<file path="config.mk">
export PLATFORM = sky130hd
export DESIGN_NAME = branch_predict_unit
export DESIGN_NICKNAME = d
export VERILOG_FILES = /design/src/rtl/branch_predict_unit.sv
export SDC_FILE = /design/constraint.sdc
export NUM_CORES = 1
export LEC_CHECK = 0
export ABC_CLOCK_PERIOD_IN_PS = 8000
export CORE_MARGIN = 2
export CORE_UTILIZATION = 42
export DETAILED_ROUTE_END_ITERATION = 8
export GPL_TIMING_DRIVEN = 0
export MAX_ROUTING_LAYER = met4
export PLACE_DENSITY = 0.7
export SYNTH_ARGS = -nofsm -noshare
export SYNTH_HDL_FRONTEND = slang
export SYNTH_SLANG_ARGS = --single-unit
</file>
<file path="constraint.sdc">
create_clock -name clk -period 8 [get_ports clk]
set_input_delay 1.2 -clock clk [delete_from_list [all_inputs] [get_ports clk]]
set_output_delay 1.2 -clock clk [all_outputs]
set_load 0.02 [all_outputs]
</file>
<file path="src/rtl/branch_predict_unit.sv">
// branch_predict_unit: resolves conditional branches and serves 2-bit BHT predictions to fetch
// Ports: clk/reset (async, active-high); fetch_pc -> predict_taken (combinational BHT read);
//   resolve_* + alu_result/zero_flag -> branch, mispredict, illegal_branch (registered pulses);
//   branch_count/mispredict_count are live only when BRANCH_STATS_EN is defined, else tied to 0.
module branch_predict_unit #(
  parameter int XLEN      = 32,
  parameter int BHT_DEPTH = 64,
  parameter int CNT_W     = 32
) (
  input  logic             clk,
  input  logic             reset,
  input  logic [XLEN-1:0]  fetch_pc,
  output logic             predict_taken,
  input  logic             resolve_valid,
  input  logic [XLEN-1:0]  resolve_pc,
  input  logic [31:0]      resolve_instruction,
  input  logic             resolve_predicted,
  input  logic             alu_result,
  input  logic             zero_flag,
  output logic             branch,
  output logic             mispredict,
  output logic             illegal_branch,
  output logic [CNT_W-1:0] branch_count,
  output logic [CNT_W-1:0] mispredict_count
);
  localparam int IW = $clog2(BHT_DEPTH);
  logic [1:0] r_bht [BHT_DEPTH];
  logic [IW-1:0] w_fidx, w_ridx;
  logic [2:0] w_f3;
  logic [1:0] w_cur, w_nxt;
  logic w_qual, w_illegal, w_legal, w_taken, w_unused;
  logic r_branch, r_mispredict, r_illegal;
  assign w_fidx = fetch_pc[IW+1:2];
  assign w_ridx = resolve_pc[IW+1:2];
  assign w_unused = ^{fetch_pc[XLEN-1:IW+2], fetch_pc[1:0], resolve_pc[XLEN-1:IW+2], resolve_pc[1:0],
                      resolve_instruction[31:15], resolve_instruction[11:7]};
  assign predict_taken = r_bht[w_fidx][1];
  assign w_f3 = resolve_instruction[14:12];
  assign w_qual = resolve_valid && (resolve_instruction[6:0] == 7'b1100011);
  assign w_illegal = w_qual && (w_f3[2:1] == 2'b01);
  assign w_legal = w_qual && (w_f3[2:1] != 2'b01);
  // funct3[2] picks the less-than flag over the zero flag; funct3[0] inverts the sense
  assign w_taken = (w_f3[2] ? alu_result : zero_flag) ^ w_f3[0];
  assign w_cur = r_bht[w_ridx];
  always_comb w_nxt = w_taken ? ((w_cur == 2'b11) ? w_cur : w_cur + 2'b01)
                              : ((w_cur == 2'b00) ? w_cur : w_cur - 2'b01);
  always_ff @(posedge clk or posedge reset)
    if (reset) begin
      for (int i = 0; i < BHT_DEPTH; i++) r_bht[i] <= 2'b01;
      r_branch     <= 1'b0;
      r_mispredict <= 1'b0;
      r_illegal    <= 1'b0;
    end else begin
      if (w_legal) r_bht[w_ridx] <= w_nxt;
      r_branch     <= w_legal & w_taken;
      r_mispredict <= w_legal & (w_taken ^ resolve_predicted);
      r_illegal    <= w_illegal;
    end
  assign branch = r_branch;
  assign mispredict = r_mispredict;
  assign illegal_branch = r_illegal;
`ifdef BRANCH_STATS_EN
  logic [CNT_W-1:0] r_branch_count, r_mispredict_count;
  always_ff @(posedge clk or posedge reset)
    if (reset) begin
      r_branch_count     <= '0;
      r_mispredict_count <= '0;
    end else if (w_legal) begin
      r_branch_count <= r_branch_count + 1'b1;
      if (w_taken ^ resolve_predicted) r_mispredict_count <= r_mispredict_count + 1'b1;
    end
  assign branch_count = r_branch_count;
  assign mispredict_count = r_mispredict_count;
`else
  assign branch_count = '0;
  assign mispredict_count = '0;
`endif
endmodule

</file>
* Word level (Yosys, flattened, before mapping)
Cells that the tools add are included.
Widths: inputs -> output; s select.
** Operators by class
- $add $sub $neg :: 2
- Magnitude comparators :: 3
- Eq/ne operators :: 4
- Multiplexer cells :: 13
- Bitwise logic cells :: 6
- Reduce and logical (&&, ||, !) cells :: 5
** Operator list (number)
- $bwmux 128 :: 1
- $bmux 2 s6 :: 2
- $mux 2 :: 8
- $ge 7x7->1 const B :: 2
- $not 6->7 :: 2
- $demux 2 s6 :: 1
- $eq 7x7->1 const B :: 1
- $lt 7x1->1 const B :: 1
- $logic_and 1x1->1 :: 4
- $add 2x1->2 const B :: 1
- $and 1x1->1 :: 2
- $eq 2x1->1 const B :: 1
- $eq 2x2->1 const B :: 1
- $logic_not 2->1 :: 1
- $ne 2x1->1 const B :: 1
- $sub 2x1->2 const B :: 1
- $xor 1x1->1 :: 2
- $mux 1 :: 1
** Word-level totals
- Bits in registers :: 131
- Input bits :: 102
- Output and inout port bits :: 68
- Word-level logic and storage cells :: 100

* Depth between registers and ports, before layout
Gate-level depths: netlist (run 1).
- Word-level depth :: 8
- Gate-level depth with buffers :: 12
- Mapped depth without buffers :: 7

* Worst setup path after synthesis (run 1)
No wires, ideal clock.
- Kind :: input port to output port
- Start point :: input fetch_pc[2]
- End point :: output predict_taken
- Arrival :: 3681 ps
- Data required time :: 6800 ps
- Path slack :: 3119 ps
- Stages :: 5
- Buffers on the path :: 2
- Cells stage by stage :: clkbuf_1 > buf_1 > mux4_2 > mux4_2 > mux4_2
** On the way
- Word-level cells in the longest chain between the ends :: 4
** Ends and longest elaborated chain
- start: declaration :: RTL line 12 : input logic [XLEN-1:0] fetch_pc,
- $not 6->7 (implied by the code) :: RTL line 37 : assign predict_taken = r_bht[w_fidx][1];
- $bmux 2 s6 :: RTL line 37
- $mux 2 (implied by the code) (2 in a row) :: RTL line 37
- end: declaration :: RTL line 13 : output logic predict_taken,
No other way between the ends. The select of a mux whose other input is x is not followed.

* Final worst setup path (run 1)
Same ends and word-level chain as after synthesis.

==> results of run 1 <==
flip-flops by register name (all words and copies together) (netlist names):
signal and flops:
r_bht 128, branch 1, illegal_branch 1, mispredict 1
metal layers:
layer | GRT usage | vias to the layer above | wire (um)
met3 | 0.0741 | 60 | 2340
met1 | 0.312 | 2826 | 8850
met5 | - | - | 0
li1 | - | 2569 | -
met4 | 0.0902 | 0 | 647
met2 | 0.349 | 347 | 9820
synthesized netlist by cell type (all sizes together) (3+ instances only):
cell type  count  area share
mux2          75        0.12
nor2b         10      0.0082
nor3           4      0.0040
a221oi         8      0.0092
nor4bb         3      0.0040
nand3          3      0.0020
nand2         25       0.012
a22oi          8      0.0079
dfrtp         67        0.22
a21oi         68       0.045
and3           3      0.0025
dfstp         64        0.22
inv            4      0.0020
a311oi         3      0.0035
a31oi          9      0.0074
clkbuf        10      0.0049
buf           93       0.092
a32oi          5      0.0058
nand3b         3      0.0030
nand2b         9      0.0074
nor2         123       0.061
mux2i         19       0.025
mux4          30       0.090
and2           4      0.0033
o22ai          5      0.0041
critical path: stages:
cell and delay, ps:
clkbuf_1 530, buf_1 780, mux4_2 590, mux4_2 550, mux4_2 470, clkdlybuf4s50_1 550
where the power goes:
group	switching [mW]	total [mW]	leakage (nW)	internal, mW
registers	0.00117	0.668	1.60	0.667
clock network	0.292	0.790	0.292	0.498
logic	0.143	0.217	2.06	0.0739
total	0.436	1.68	3.95	1.24
path summary, 6_finish.rpt:
| kind | endpoint | slack, ps |
|---|---|---|
| setup / recovery | predict_taken | 2110 |
| hold / removal | r_bht[22] | 470 |
| setup reg to reg | r_bht[64] | 5250 |
| hold reg to reg | r_bht[22] | 470 |
| max in group asynchronous | r_bht[46] | 5990 |
| min in group asynchronous | r_bht[77] | 1240 |
metrics by stage:
step / setup slack, ps / area (um^2) / std cells / power (mW) / util
3_5_place_dp: 2040 / 8400 / 1005 / 0.889 / 0.471
4_1_cts: 2070 / 9000 / 1037 / 1.68 / 0.505
5_1_grt: 1870 / 9000 / 1038 / 1.72 / 0.505
6_report: 2110 / 9000 / 1038 / 1.68 / 0.505
2_1_floorplan: 3120 / 7820 / 749 / 0.825 / -
3_3_place_gp: 1470 / 8370 / 1004 / 0.887 / 0.469
cells in the final DEF (no fill, tap or decap), types with 8 or more instances in the layout:
| master | instances |
|---|---|
| a21oi_1 | 68 |
| a221oi_1 | 8 |
| a22oi_1 | 8 |
| a31oi_1 | 9 |
| buf_2 | 15 |
| buf_4 | 65 |
| buf_6 | 8 |
| clkbuf_1 | 12 |
| clkbuf_16 | 17 |
| clkdlybuf4s50_1 | 26 |
| conb_1 | 64 |
| dfrtp_1 | 67 |
| dfstp_2 | 64 |
| mux2_2 | 61 |
| mux2_4 | 14 |
| mux2i_1 | 19 |
| mux4_2 | 28 |
| nand2_1 | 25 |
| nand2b_1 | 9 |
| nor2_1 | 123 |
| nor2b_1 | 10 |
layout make-up:
class | instances | area share
antenna | 1 | 0.000278
inverter | 5 | 0.00264
sequential | 131 | 0.373
timing repair buffer | 27 | 0.0320
tap | 229 | 0.0318
clock inverter | 8 | 0.0110
buffer | 103 | 0.0813
multi-input combinational | 510 | 0.412
clock buffer | 24 | 0.0557
cell families (layout without fill, tap and decap cells):
logic type / after synthesis / in the layout / synth area share
other: 1 / 65 / 0.000494
buffers and inverters: 108 / 167 / 0.0990
AOI/OAI and AO/OA: 121 / 121 / 0.100
xor gates and xnor gates: 3 / 3 / 0.00346
DFF: 131 / 131 / 0.443
and+or+nand+nor: 196 / 196 / 0.118
adders and majority gates: 2 / 2 / 0.00313
muxes: 124 / 124 / 0.233
==> flow_summary.yaml, run 1 <==
global_routing:
  antenna_violations_before_repair: 1
  grt_first_pass_wirelength_um: 33500
  grt_max_degree: 68
  remaining_global_route_overflow: 0
  first_global_vias: 5594
  grt.total_usage: 0.238
clocking:
  tritoncts: "built"
  cts_max_level: 4
  cts.repair_timing.setup_buffer_count: 0
  post_cts_hold_buffer_count: 0
  cts-root-buf: "clkbuf_16"
  clk_latency_ps: 430
  cts_inserted_buffers: 17
  cts_repair_resize_count: 0
  numClockSinks: 131
  cts.reportedPaths.clkPinSlew_ps: 60
  clock_tree.buffer_depth: 2
logic_synthesis:
  synth_sequential_area_ratio: 0.443
  gate_count_of_the_mapped_netlist: 686
  cell_area_synth_um2: 7590
  synth.distinct_cells: 59
  synth_warnings: 0
  synth_top_flop_cell: "dfrtp_1"
  post_synth_arst_share: 1.00
  syn_area_per_cell_um2: 11.1
  ys_seq_elements: 131
  number_of_flops_mapped_to_enable_cells_by_yosys: 0
timing:
  slew_violations: 0
  fin_worst_skew_ps: 8.38
  timing.max_slew.rel_slack: 0.361
  fin_worst_hold_slack_ps: 474
  period_minus_slack_ps: 5890
  timing.setup.tns_ps: 0
  hold_viol: 0
  portion_of_the_clock_cycle_consumed_by_the_worst_path_in_the_final_layout: 0.736
  setup_viol_count_final: 0
  achievable-frequency_ghz: 0.170
  worst_slew_pin_slew_ps: 959
  rsz0062_at_grt: "false"
cells_and_area:
  n_fill_cell: 1582
  design.final.nets: 897
  register_area_um2: 3360
  area.growth.synth_to_final_pct: 18.7
  multi_input_comb_area_um2: 3710
  post_route_cells_drive_above_1_share: 0.363
floorplan:
  io-pin-count: 170
  row_count: 49
  floorplan.initialDensity: 0.425
  fp.dieArea_um2: 19200
  die_width_um: 138
  core-area_um2: 17800
  chipHeight_um: 138
run_status:
  status: "complete, no violations"
worst_setup_path:
  timing.critical_path.fanout_max: 10
  cp.required_ps: 6800
  arr_time_crit_path_ps: 4690
  regToRegStartpoint: "r_bht[34]"
  criticalPathCategory: "in2out"
  crit_start: "fetch_pc[2]"
  worst_setup_path_end_kind: "primary output"
  worst_r2r_path_depth: 9
  timing.critical_path.from_type: "input port"
pwr:
  standby_leakage_power_nw: 3.95
  power-per-cell-area_nw_per_um2: 186
  power.ir.vdd_worst_mv: 0.144
placement:
  finalWeightedCongestion: 0.983
  port_buffers: 26
  dp_hpwl_um: 14900
drt:
  vias: 5802
  routed_wire_length_per_instance_um: 20.9
  number_of_drc_violations_after_detailed_routing_iteration_0: 592
  postRouteAntennaNets: 0
  detail_route.first_pass.iterations: 5
  drcViolationCount: 0
  wirelength_um: 21700
  routed_via_density: 5.59
job:
  maxCapViolations: 0
min_path:
  worstHoldStart: "r_bht[22]"
  hold-path-cell-count: 2
  min_path_type: "reg2reg"
Power figures use the tool's default switching activity.
==> run 2: changes to the inputs <==
- ABC_CLOCK_PERIOD_IN_PS: 8000 -> 5500
- clock period: 8 -> 5.5 ns (I/O delays scaled with it)
==> results of run 2 <==
Same layout as run 1 (identical final DEF). Status: complete, no violations.
Main changes from that run: setup slack after placement 2040 ps -> 288 ps; setup slack after layout 2110 ps -> 361 ps; register-to-register setup slack 5250 ps -> 2750 ps; total power 1.68 mW -> 2.44 mW; worst IR drop on VDD 0.144 mV -> 0.210 mV
